`config.mk`:
```
export PLATFORM = sky130hd
export DESIGN_NAME = booth_product_accumulator
export DESIGN_NICKNAME = d
export VERILOG_FILES = /design/src/rtl/booth_pkg.sv /design/src/rtl/booth_product_accumulator_sat_add.sv /design/src/rtl/booth_product_accumulator.sv
export SDC_FILE = /design/constraint.sdc
export NUM_CORES = 1
export LEC_CHECK = 0
export ABC_AREA = 1
export BUFFER_PORTS_ARGS = -buffer_cell sky130_fd_sc_hd__buf_2
export CORE_MARGIN = 4
export CORE_UTILIZATION = 58
export DETAILED_ROUTE_END_ITERATION = 10
export HOLD_SLACK_MARGIN = 0.12
export PLACE_DENSITY = 0.8
export SLEW_MARGIN = 5
export SYNTH_ARGS = -nofsm -noshare
export SYNTH_HDL_FRONTEND = slang
export SYNTH_SLANG_ARGS = --single-unit
```
`constraint.sdc`:
```
create_clock -name clock -period 3.4 [get_ports clock]
set_input_delay 0.68 -clock clock [delete_from_list [all_inputs] [get_ports clock]]
set_output_delay 0.68 -clock clock [all_outputs]
set_load 0.01 [all_outputs]
```
`src/rtl/booth_pkg.sv`:
```
// Shared types and helpers for the booth MAC datapath.
// Holds the product width, accumulator FSM states and a sign-extension helper.
package booth_pkg;

    localparam int PROD_W = 16;

    typedef enum logic [0:0] {
        ACCUM = 1'b0,
        DONE  = 1'b1
    } acc_state_t;

    // Sign-extends the low w bits of v to 64 bits.
    function automatic logic [63:0] sext(input logic [63:0] v,
                                         input int unsigned w);
        logic [63:0] hi;
        logic        sgn;
        hi  = ~64'd0 << w;
        sgn = |(v & (64'd1 << (w - 1)));
        return sgn ? (v | hi) : (v & ~hi);
    endfunction

endpackage

```
`src/rtl/booth_product_accumulator_sat_add.sv`:
```
// W-bit signed adder with overflow detect; clamps to the signed range
// when BOOTH_ACC_SATURATE_EN is defined, wraps otherwise.
//   a_i, b_i : signed addends
//   sum_o    : sum (wrapped or clamped)
//   ovf_o    : signed overflow of a_i + b_i
module sat_add
    import booth_pkg::*;
#(
    parameter int W = 24
) (
    input  logic [W-1:0] a_i,
    input  logic [W-1:0] b_i,
    output logic [W-1:0] sum_o,
    output logic         ovf_o
);

    logic [W-1:0] raw;

    assign raw   = a_i + b_i;
    // Overflow only when both addends agree in sign and the result does not.
    assign ovf_o = (a_i[W-1] == b_i[W-1]) && (raw[W-1] != a_i[W-1]);

`ifdef BOOTH_ACC_SATURATE_EN
    localparam logic [W-1:0] MAXV = {1'b0, {(W-1){1'b1}}};
    localparam logic [W-1:0] MINV = {1'b1, {(W-1){1'b0}}};

    assign sum_o = ovf_o ? (a_i[W-1] ? MINV : MAXV) : raw;
`else
    assign sum_o = raw;
`endif

endmodule

```
`src/rtl/booth_product_accumulator.sv`:
```
// Accumulates LEN signed products from booth_multiplier into one dot-product
// sum, with valid/ready on both sides. Result is held until consumed.
// Optional clamping on overflow: define BOOTH_ACC_SATURATE_EN.
// Ports:
//   clock, reset          : clock, synchronous active-high reset
//   in_valid/in_ready     : product handshake, in_product signed PROD_W
//   out_valid/out_ready   : result handshake, out_sum signed ACC_W
//   out_overflow          : sticky signed overflow for the held block
//   busy                  : part of a block has been accepted
module booth_product_accumulator #(
    parameter int PROD_W = booth_pkg::PROD_W,
    parameter int ACC_W  = 24,
    parameter int LEN    = 8
) (
    input  logic              clock,
    input  logic              reset,
    input  logic              in_valid,
    output logic              in_ready,
    input  logic [PROD_W-1:0] in_product,
    output logic              out_valid,
    input  logic              out_ready,
    output logic [ACC_W-1:0]  out_sum,
    output logic              out_overflow,
    output logic              busy
);
    import booth_pkg::*;

    localparam int              CNT_W = $clog2(LEN + 1);
    localparam logic [CNT_W-1:0] LAST = CNT_W'(LEN - 1);

    acc_state_t       state_q;
    logic [ACC_W-1:0] acc_q;
    logic [ACC_W-1:0] sum_q;
    logic [CNT_W-1:0] cnt_q;
    logic             sticky_q;
    logic             valid_q;
    logic             ovf_q;

    logic [ACC_W-1:0] prod_ext;
    logic [ACC_W-1:0] add_a;
    logic [ACC_W-1:0] add_sum;
    logic             add_ovf;
    logic             accept;

    assign in_ready = (state_q == ACCUM) || out_ready;
    assign accept   = in_valid && in_ready;
    assign prod_ext = ACC_W'(sext(64'(in_product), PROD_W));
    // In DONE an accepted product opens a fresh block, so add it to zero.
    assign add_a    = (state_q == DONE) ? '0 : acc_q;

    sat_add #(
        .W(ACC_W)
    ) u_add (
        .a_i   (add_a),
        .b_i   (prod_ext),
        .sum_o (add_sum),
        .ovf_o (add_ovf)
    );

    always_ff @(posedge clock) begin
        if (reset) begin
            state_q  <= ACCUM;
            acc_q    <= '0;
            sum_q    <= '0;
            cnt_q    <= '0;
            sticky_q <= 1'b0;
            valid_q  <= 1'b0;
            ovf_q    <= 1'b0;
        end else begin
            unique case (state_q)
                ACCUM: begin
                    if (accept) begin
                        if (cnt_q == LAST) begin
                            sum_q    <= add_sum;
                            ovf_q    <= sticky_q | add_ovf;
                            valid_q  <= 1'b1;
                            acc_q    <= '0;
                            cnt_q    <= '0;
                            sticky_q <= 1'b0;
                            state_q  <= DONE;
                        end else begin
                            acc_q    <= add_sum;
                            cnt_q    <= cnt_q + CNT_W'(1);
                            sticky_q <= sticky_q | add_ovf;
                        end
                    end
                end
                DONE: begin
                    if (out_ready) begin
                        if (!in_valid) begin
                            valid_q <= 1'b0;
                            state_q <= ACCUM;
                        end else if (LEN == 1) begin
                            sum_q <= add_sum;
                            ovf_q <= add_ovf;
                        end else begin
                            acc_q    <= add_sum;
                            cnt_q    <= CNT_W'(1);
                            sticky_q <= add_ovf;
                            valid_q  <= 1'b0;
                            state_q  <= ACCUM;
                        end
                    end
                end
                default: state_q <= ACCUM;
            endcase
        end
    end

    assign out_valid    = valid_q;
    assign out_sum      = sum_q;
    assign out_overflow = ovf_q;
    assign busy         = (cnt_q != '0);

endmodule

```
==> flow_summary_export.csv, run 1 <==
group,metric,value,unit
place,gp_congestion,1.006,
clock_network,cts_setup_buffers,0,
timing,tightest_slew,0.6900,ns
clock_network,holdBufCountCts,0,
setup_path,critical_path_arrival,2.87,ns
final_layout,finalNonFillerCells,703,
final_layout,filler_cell_count,587,
floorplanning,io_pins,48,
timing,skew,0.004827,ns
global_route,grt_pass1_vias,3578,
global_route,grt_overflow,0,
place,port_buffers,47,
clock_network,cts_tree,"built",
synth,mappedNetlistNets,629,
synth,syn_inst,583,
clock_network,root_buffer,"clkbuf_8",
final_layout,layout-drive-gt1-share,0.1146,
timing,fin_tns_setup,0,ns
floorplanning,die_h,88.31,µm
place,dp_hpwl,7.752,mm
setup_path,end_kind,"flop",
timing,timing.fmax,380.2,MHz
route,drt-initial-drc-count,195,
clock_network,cts_buffer_depth,2,
timing,hold_viol,0,
final_layout,syn2layout_area_growth,10.57,%
global_route,grt_first_pass_wirelength,16.75,mm
route,drtAntennaViolNets,0,
final_layout,final_util,0.6786,
power_and_ir_drop,powerDensity,427.4,nW/µm²
floorplanning,die_w,88.31,µm
global_route,antenna_found_initial,0,
clock_network,ctsResizeCount,0,
setup_path,critical_path.max_fanout,14,
power_and_ir_drop,ir_drop,0.2463,mV
timing,min_period,2.630,ns
setup_path,crit_type,"reg2reg",
route,vias,3825,
final_layout,design_area,4136,µm²
floorplanning,initial_core_util,0.6137,
clock_network,clock_sinks,56,
clock_network,htree_num_levels,2,
synth,ys_ff_latch,56,
clock_network,cts_buffers,5,
place,placed_cell_area,4010,µm²
final_layout,antenna_cells,0,
place,dp_slack,0.8017,ns
synth,syn_area,3741,µm²
clock_network,clk_pin_slew_worst_paths,0.10,ns
timing,period_share,0.7736,
synth,avgSynthCellArea,6.417,µm²
route,viasPerCell,5.441,
synth,synth_edf_count,0,
timing,max-slew-margin-rel,0.5400,
synth,ys_types,40,
synth,yosysSeqAreaShare,0.2997,
synth,synthArstFlopShare,0,
synth,ys_warn_count,0,
timing,slew_violations,0,
route,drcViolationCount,0,
global_route,grt_max_degree,32,
power_and_ir_drop,leakagePower,0.002186,µW
final_layout,fin_nets,673,
status,status,"completed",
setup_path,required,3.64,ns
timing,rsz0062_at_grt,"no",
timing,setup_slack,0.7699,ns
route,wire_per_inst,14.35,µm
floorplanning,fp.dieArea,7799,µm²
route,first_pass_iters,4,
job,cap_violations,0,
timing,finalSetupViolations,0,
clock_network,clkLatencyLatePin,0.31,ns
global_route,track_usage,0.2716,
synth,ys.flop_type,"dfxtp_1",
route,routed_wl,10.09,mm
floorplanning,rows,28,
place,place_inst,695,
worst_hold_path,min_path_type,"reg2reg",
floorplanning,core,6096,µm²
setup_path,cp-start-kind,"flop",
## stage by stage
step,hold slack (ns),total power (µW)
final,0.4537,1768
after floorplan,0.4445,1155
after global placement,0.4316,1276
after detailed placement,0.4358,1287
after global routing,0.4824,1888
after CTS,0.4563,1763
## power breakdown
group	total [µW]	internal, µW	switching [µW]
clock network	481	260	220
registers	713	694	19.2
logic	574	198	376
## area by class of cell
type | count | area [µm²] | share of cell area
flip-flops and latches | 56 | 1121 | 0.2710
clock buffers | 7 | 96.34 | 0.02329
clock inverters | 1 | 30.03 | 0.007260
well taps | 75 | 93.84 | 0.02269
multi-input cells | 428 | 2216 | 0.5357
inverters | 87 | 329.1 | 0.07955
repair buffers | 49 | 250.2 | 0.06050
## routing by layer
layer,vias up,wire length (µm),global-route usage
met5,-,0,0
met4,0,182,0.07967
met3,17,560,0.03352
met2,127,4744,0.4677
met1,1729,4599,0.3563
li1,1952,-,-
## synth_stat cells, types with 2 or more instances
cell type,number,area [µm²]
nand2_1,173,649.4
nand3_1,40,200.2
xnor2_1,5,43.79
a21oi_1,49,245.2
xor2_1,5,43.79
o21a_1,2,15.01
nand3b_1,3,22.52
a22o_1,5,43.79
dfxtp_1,56,1121
o21ai_1,8,40.04
buf_2,3,15.01
nor2_2,2,12.51
o21bai_1,2,15.01
clkbuf_1,4,15.01
or2_2,3,18.77
ha_1,25,312.8
inv_2,2,7.510
o22ai_1,4,25.02
a21o_1,2,15.01
o21ai_0,12,60.06
and2_1,2,12.51
inv_1,84,315.3
nor3_1,6,30.03
nand4_1,10,62.56
nor2_1,59,221.5
buf_6,3,33.78
## state kept, by name, indices dropped and copies added, names as in the netlist
signal and flops:
out_overflow 1, out_sum 24, out_valid 1, sticky_q 1, cnt_q 4, acc_q 24
state_q 1
## critical path: stages (launching register included)
cell	delay [ns]
dfxtp_1	0.62
buf_4	0.32
nor2_1	0.08
ha_1	0.41
nand2_1	0.15
inv_1	0.08
nand2_1	0.08
nor3_1	0.19
nand3_1	0.18
nand3_1	0.12
nand2_1	0.05
nand2_1	0.07
nand2_1	0.05
a21oi_1	0.14
## placed cells by master, fill, tap and decap left out, types with 6 or more instances in the layout
cell type	n
o21ai_1	8
nand4_1	10
inv_1	84
o21ai_0	12
nand3_1	40
ha_1	25
dfxtp_1	56
buf_2	47
clkbuf_8	7
nor3_1	6
a21oi_1	49
nand2_1	173
nor2_1	59
## final timing paths
path,depth (start not counted),start,endpoint,slack [ns]
max reg2reg,13,state_q$_SDFF_PP0_,acc_q[22]$_SDFFE_PP0P_,0.77
min reg2reg,2,out_sum[13]$_SDFFE_PP0P_,out_sum[13]$_SDFFE_PP0P_,0.45
min,2,out_sum[13]$_SDFFE_PP0P_,out_sum[13]$_SDFFE_PP0P_,0.45
max,13,state_q$_SDFF_PP0_,acc_q[22]$_SDFFE_PP0P_,0.77
## logic make-up after synthesis
kind of cell / synth area share
AND/OR/NAND/NOR: 0.3458
XOR/XNOR: 0.02341
adder cells (fa/ha/maj): 0.08896
buffers and inverters: 0.1080
AO/OA/AOI/OAI: 0.1341
flip-flops: 0.2997
(Power assumes the default switching activity.)
==> run 2: changes to the inputs <==
--- a/config.mk
+++ b/config.mk
@@ -8,10 +8,10 @@
 export ABC_AREA = 1
 export BUFFER_PORTS_ARGS = -buffer_cell sky130_fd_sc_hd__buf_2
 export CORE_MARGIN = 4
-export CORE_UTILIZATION = 58
+export CORE_UTILIZATION = 53
 export DETAILED_ROUTE_END_ITERATION = 10
 export HOLD_SLACK_MARGIN = 0.12
-export PLACE_DENSITY = 0.8
+export PLACE_DENSITY = 0.77
 export SLEW_MARGIN = 5
 export SYNTH_ARGS = -nofsm -noshare
 export SYNTH_HDL_FRONTEND = slang
==> constraint.sdc (replaced) <==
create_clock -name clock -period 2.3 [get_ports clock]
set_input_delay 0.46 -clock clock [delete_from_list [all_inputs] [get_ports clock]]
set_output_delay 0.46 -clock clock [all_outputs]
set_load 0.01 [all_outputs]
==> flow_summary_export.csv, run 2 (same netlist as run 1, synthesis figures left out) <==
group,metric,value,unit
global_route,grt_max_degree,25,
timing,fin_tns_setup,0,ns
global_route,track_usage,0.2419,
timing,max-slew-margin-rel,0.5710,
timing,setup_slack,0.1285,ns
floorplanning,io_pins,48,
clock_network,cts_buffers,5,
power_and_ir_drop,leakagePower,0.002246,µW
setup_path,required,2.50,ns
clock_network,cts_tree,"built",
job,cap_violations,0,
power_and_ir_drop,finalPower,2565,µW
final_layout,finalNonFillerCells,738,
setup_path,critical_path_arrival,2.37,ns
clock_network,cts_setup_buffers,0,
timing,period_share,0.9441,
global_route,gr-usage-met2,0.4209,
clock_network,htree_num_levels,2,
setup_path,cp_slowest_cell,"dfxtp_2",
route,viasPerCell,5.195,
route,drtAntennaViolNets,0,
final_layout,layout_common_cells,"nand2_1 (171), inv_1 (84), dfxtp_1 (55), nor2_1 (54), buf_2 (47)",
final_layout,final_common_cell,"nand2_1",
clock_network,clkLatencyLatePin,0.32,ns
timing,timing.fmax,460.5,MHz
route,wire_per_inst,13.89,µm
timing,slew_violations,0,
clock_network,root_buffer,"clkbuf_8",
setup_path,cp-start-kind,"flop",
global_route,grt_first_pass_wirelength,16.64,mm
global_route,grt_overflow,0,
floorplanning,initial_core_util,0.5476,
place,gp_congestion,1.012,
timing,min_period,2.172,ns
floorplanning,fp.dieArea,8467,µm²
place,place_inst,730,
floorplanning,die_w,92.02,µm
power_and_ir_drop,ir_drop,0.2971,mV
clock_network,clk_pin_slew_worst_paths,0.11,ns
timing,tightest_slew,0.6421,ns
floorplanning,core,6832,µm²
final_layout,antenna_cells,0,
final_layout,fin_nets,687,
setup_path,end_kind,"flop",
floorplanning,die_h,92.02,µm
global_route,grt_pass1_vias,3519,
global_route,use_met3,0.02789,
setup_path,critical_path.max_fanout,15,
timing,skew,0.01884,ns
power_and_ir_drop,powerDensity,584.0,nW/µm²
timing,hold_viol,0,
setup_path,r2r_start,"state_q$_SDFF_PP0_",
floorplanning,rows,30,
worst_hold_path,min_path_cells,4,
final_layout,syn2layout_area_growth,17.42,%
setup_path,endpoint,"acc_q[14]$_SDFFE_PP0P_",
global_route,antenna_found_initial,0,
setup_path,crit_start,"state_q$_SDFF_PP0_",
final_layout,filler_cell_count,652,
global_route,grt_busiest_layer,"met2",
setup_path,crit_type,"reg2reg",
timing,rsz0062_at_grt,"yes",
setup_path,cp_slowest_stage_delay,0.38,ns
route,routed_wl,10.25,mm
status,status,"completed",
clock_network,holdBufCountCts,0,
route,vias,3834,
setup_path,ff2ff_setup_slack,0.13,ns
clock_network,cts_buffer_depth,2,
global_route,use_met1,0.3119,
clock_network,clock_sinks,56,
route,drt-initial-drc-count,172,
route,first_pass_iters,5,
place,port_buffers,47,
worst_hold_path,min_path_type,"in2reg",
place,dp_hpwl,8.062,mm
route,drcViolationCount,0,
setup_path,timing.rr.end,"acc_q[14]$_SDFFE_PP0P_",
timing,finalSetupViolations,0,
setup_path,cp_cell_sequence,"buf_8 > nor2_1 > ha_1 > nand2_1 > inv_1 > nand2_1 > nor3_1 > a21oi_1 > or2_2 > nand3_1 > a21oi_1",
final_layout,layout-drive-gt1-share,0.1729,
place,dp_slack,-0.002492,ns
setup_path,reg2regPathDepth,11,
## run 2: critical path, delay by kind of cell, from the launching register on
family                     cells  cell delay [ns]
AOI/OAI and AO/OA              2             0.21
buffers and inverters          2             0.25
and+or+nand+nor                6             0.86
adders and majority gates      1             0.37
DFF                            1             0.38
## run 2: what timing repair did
action | in CTS | in global routing
hold endpoints to repair | 0 | 0
setup endpoints to repair | 1 | 33
resized for setup | 1 | 29
## run 2: how the worst min path moves through the flow
stage	end	startpoint	slack [ns]
final	out_valid$_SDFFE_PP0P_	out_ready	0.42
after global routing	out_valid$_SDFFE_PP0P_	out_ready	0.45
after CTS	out_valid$_SDFFE_PP0P_	out_ready	0.42
after detailed placement	out_sum[22]$_SDFFE_PP0P_	out_sum[22]$_SDFFE_PP0P_	0.43
after global placement	out_sum[21]$_SDFFE_PP0P_	out_sum[21]$_SDFFE_PP0P_	0.43
after floorplan	acc_q[0]$_SDFFE_PP0P_	acc_q[0]$_SDFFE_PP0P_	0.44
## run 2: metal layers
| layer | share of wire | wire, µm | up-vias |
|---|---|---|---|
| li1 | - | - | 1977 |
| met1 | 0.45 | 4620 | 1742 |
| met2 | 0.48 | 4941 | 97 |
| met3 | 0.047 | 482 | 18 |
| met4 | 0.020 | 205 | 0 |
| met5 | 0 | 0 | - |
## run 2: cell type report
| cell class | count | area [µm²] | share of cell area |
|---|---|---|---|
| multi-input combinational | 428 | 2354 | 0.5357 |
| sequential | 56 | 1122 | 0.2555 |
| timing repair buffer | 63 | 379.1 | 0.08630 |
| inverter | 87 | 329.1 | 0.07491 |
| tap | 96 | 120.1 | 0.02734 |
| clock buffer | 6 | 72.57 | 0.01652 |
| clock inverter | 2 | 16.27 | 0.003703 |
## run 2: per-stage QoR
stage          hold WS, ns  utilization  area (µm²)
3_5_place_dp        0.4333       0.6081        4154
3_3_place_gp        0.4332       0.6081        4154
2_1_floorplan       0.4445            -        3742
4_1_cts             0.4225       0.6222        4250
6_report            0.4186       0.6430        4393
5_1_grt             0.4531       0.6430        4393
## run 2: power breakdown
part           switching [µW]  total (µW)  internal, µW  leakage, µW
clock                     339         557           218    0.0000414
combinational             591         956           365      0.00175
sequential               27.0        1050          1030     0.000457
==> run 3: changes to the inputs <==
--- a/config.mk
+++ b/config.mk
@@ -10,6 +10,7 @@
 export CORE_MARGIN = 4
 export CORE_UTILIZATION = 53
 export DETAILED_ROUTE_END_ITERATION = 10
+export GPL_TIMING_DRIVEN = 0
 export HOLD_SLACK_MARGIN = 0.12
 export PLACE_DENSITY = 0.77
 export SLEW_MARGIN = 5
==> flow_summary_export.csv, run 3 (same netlist as run 1, synthesis figures left out) <==
group,metric,value,unit
status,status,"completed",
setup_path,end_kind,"flop",
timing,whs,0.4068,ns
setup_path,crit_type,"reg2reg",
timing,period_share,0.9936,
global_route,grt_pass1_vias,3655,
clock_network,holdBufCountCts,0,
floorplanning,rows,30,
final_layout,syn2layout_area_growth,21.64,%
route,drcViolationCount,0,
place,place_inst,726,
timing,tightest_slew,0.6780,ns
timing,slew_violations,0,
global_route,grt_first_pass_wirelength,17.18,mm
route,drtAntennaViolNets,0,
floorplanning,die_w,92.02,µm
setup_path,cp_cell_sequence,"buf_6 > clkbuf_16 > nor2_2 > ha_2 > fa_2 > nand2_2 > nand3_2 > nand3_2 > nand2_4 > a21oi_2 > xor2_1 > nor2_1 > o21a_1",
floorplanning,fp.dieArea,8467,µm²
global_route,antenna_found_initial,0,
power_and_ir_drop,powerDensity,582.8,nW/µm²
final_layout,final_common_cell,"nand2_1",
route,wire_per_inst,14.79,µm
place,gp_congestion,0.9531,
power_and_ir_drop,leakagePower,0.002282,µW
final_layout,finalNonFillerCells,744,
timing,timing.fmax,437.6,MHz
route,first_pass_iters,5,
timing,min_period,2.285,ns
clock_network,root_buffer,"clkbuf_8",
final_layout,antenna_cells,0,
route,drt-initial-drc-count,218,
clock_network,clk_pin_slew_worst_paths,0.10,ns
setup_path,cp_slowest_stage_delay,0.35,ns
setup_path,required,2.51,ns
floorplanning,io_pins,48,
timing,skew,0.007890,ns
clock_network,clkLatencyLatePin,0.31,ns
timing,max-slew-margin-rel,0.5480,
route,viasPerCell,5.265,
clock_network,cts_buffers,5,
job,cap_violations,0,
timing,rsz0062_at_grt,"yes",
route,routed_wl,11.00,mm
global_route,grt_overflow,0,
clock_network,clock_sinks,56,
floorplanning,die_h,92.02,µm
setup_path,critical_path.max_fanout,5,
floorplanning,core,6832,µm²
setup_path,cp-start-kind,"flop",
setup_path,crit_top_cell,"nand3_2",
place,port_buffers,47,
setup_path,cp_slowest_cell,"fa_2",
final_layout,fin_nets,693,
worst_hold_path,min_path_type,"in2reg",
power_and_ir_drop,ir_drop,0.3004,mV
timing,hold_viol,0,
place,dp_hpwl,8.377,mm
setup_path,critical_path_arrival,2.50,ns
global_route,track_usage,0.2536,
route,vias,3917,
timing,setup_slack,0.01472,ns
timing,finalSetupViolations,0,
global_route,grt_max_degree,17,
clock_network,cts_buffer_depth,2,
place,dp_slack,-0.4416,ns
clock_network,htree_num_levels,2,
final_layout,filler_cell_count,616,
setup_path,ff2ff_setup_slack,0.01,ns
clock_network,cts_tree,"built",
floorplanning,initial_core_util,0.5476,
final_layout,layout_common_cells,"nand2_1 (155), inv_1 (84), dfxtp_1 (55), nor2_1 (51), buf_2 (50)",
final_layout,layout-drive-gt1-share,0.2238,
-- run 3: cell types whose count changed in the layout (fill, tap and decap cells not counted), moves of 3 or more --
cell,before,now
ha_1,20,17
a21oi_2,5,13
a21oi_1,44,35
nand2_1,171,155
buf_4,13,9
nand2_2,3,18
nor2_1,54,51
buf_6,1,5
ha_2,1,4
buf_2,47,50
-- run 3: stage by stage --
step | TNS, ns | utilization | power, µW | cell area [µm²]
floorplan | 0 | - | 1708 | 3742
global route | -0.3975 | 0.6661 | 2815 | 4551
finish | 0 | 0.6661 | 2652 | 4551
CTS | 0 | 0.6352 | 2536 | 4339
global placement | -6.209 | 0.5998 | 1909 | 4098
detailed placement | -6.821 | 0.5998 | 1927 | 4098
-- run 3: metal layers --
metal	part of all wire	up-vias	track usage
met2	0.49	132	0.4501
met4	0.027	0	0.09777
met5	0	-	0
met3	0.055	29	0.03527
li1	-	1987	-
met1	0.43	1769	0.3087
-- run 3: final timing paths --
| kind | startpoint | cells after the start | end |
|---|---|---|---|
| worst min register to register | out_sum[11]$_SDFFE_PP0P_ | 2 | out_sum[11]$_SDFFE_PP0P_ |
| worst max register to register | state_q$_SDFF_PP0_ | 13 | acc_q[10]$_SDFFE_PP0P_ |
| worst min-delay path | reset | 2 | cnt_q[0]$_SDFFE_PP0P_ |
| worst max-delay path | state_q$_SDFF_PP0_ | 13 | acc_q[10]$_SDFFE_PP0P_ |
-- run 3: area by class of cell --
type,count,area (µm²),area share
Multi-Input combinational cell,428,2461,0.5408
Sequential cell,56,1122,0.2466
Inverter,87,329.1,0.07231
Timing Repair Buffer,57,316.6,0.06956
Tap cell,96,120.1,0.02640
Buffer,12,107.6,0.02365
Clock buffer,7,86.33,0.01897
Clock inverter,1,7.507,0.001650
-- run 3: what timing repair did --
action | 4_1_cts | 5_1_grt
buffers inserted | 6 | 3
pin swaps | 6 | 20
setup endpoints to repair | 34 | 37
gates cloned | 1 | 0
gates resized for setup | 23 | 52
-- run 3: where the power goes --
group	switching, µW	total [µW]	internal [µW]
Clock	325	570	246
Sequential	27.3	1050	1030
Combinational	651	1030	378
Total	1000	2650	1650
-- run 3: critical path: cells and delay by family, from the launching register on --
family,cells,cell delay (ns)
adder cells (fa/ha/maj),2,0.53
AND/OR/NAND/NOR,6,0.46
buffers and inverters,2,0.26
XOR/XNOR,1,0.28
AO/OA/AOI/OAI,2,0.32
flip-flops,1,0.33
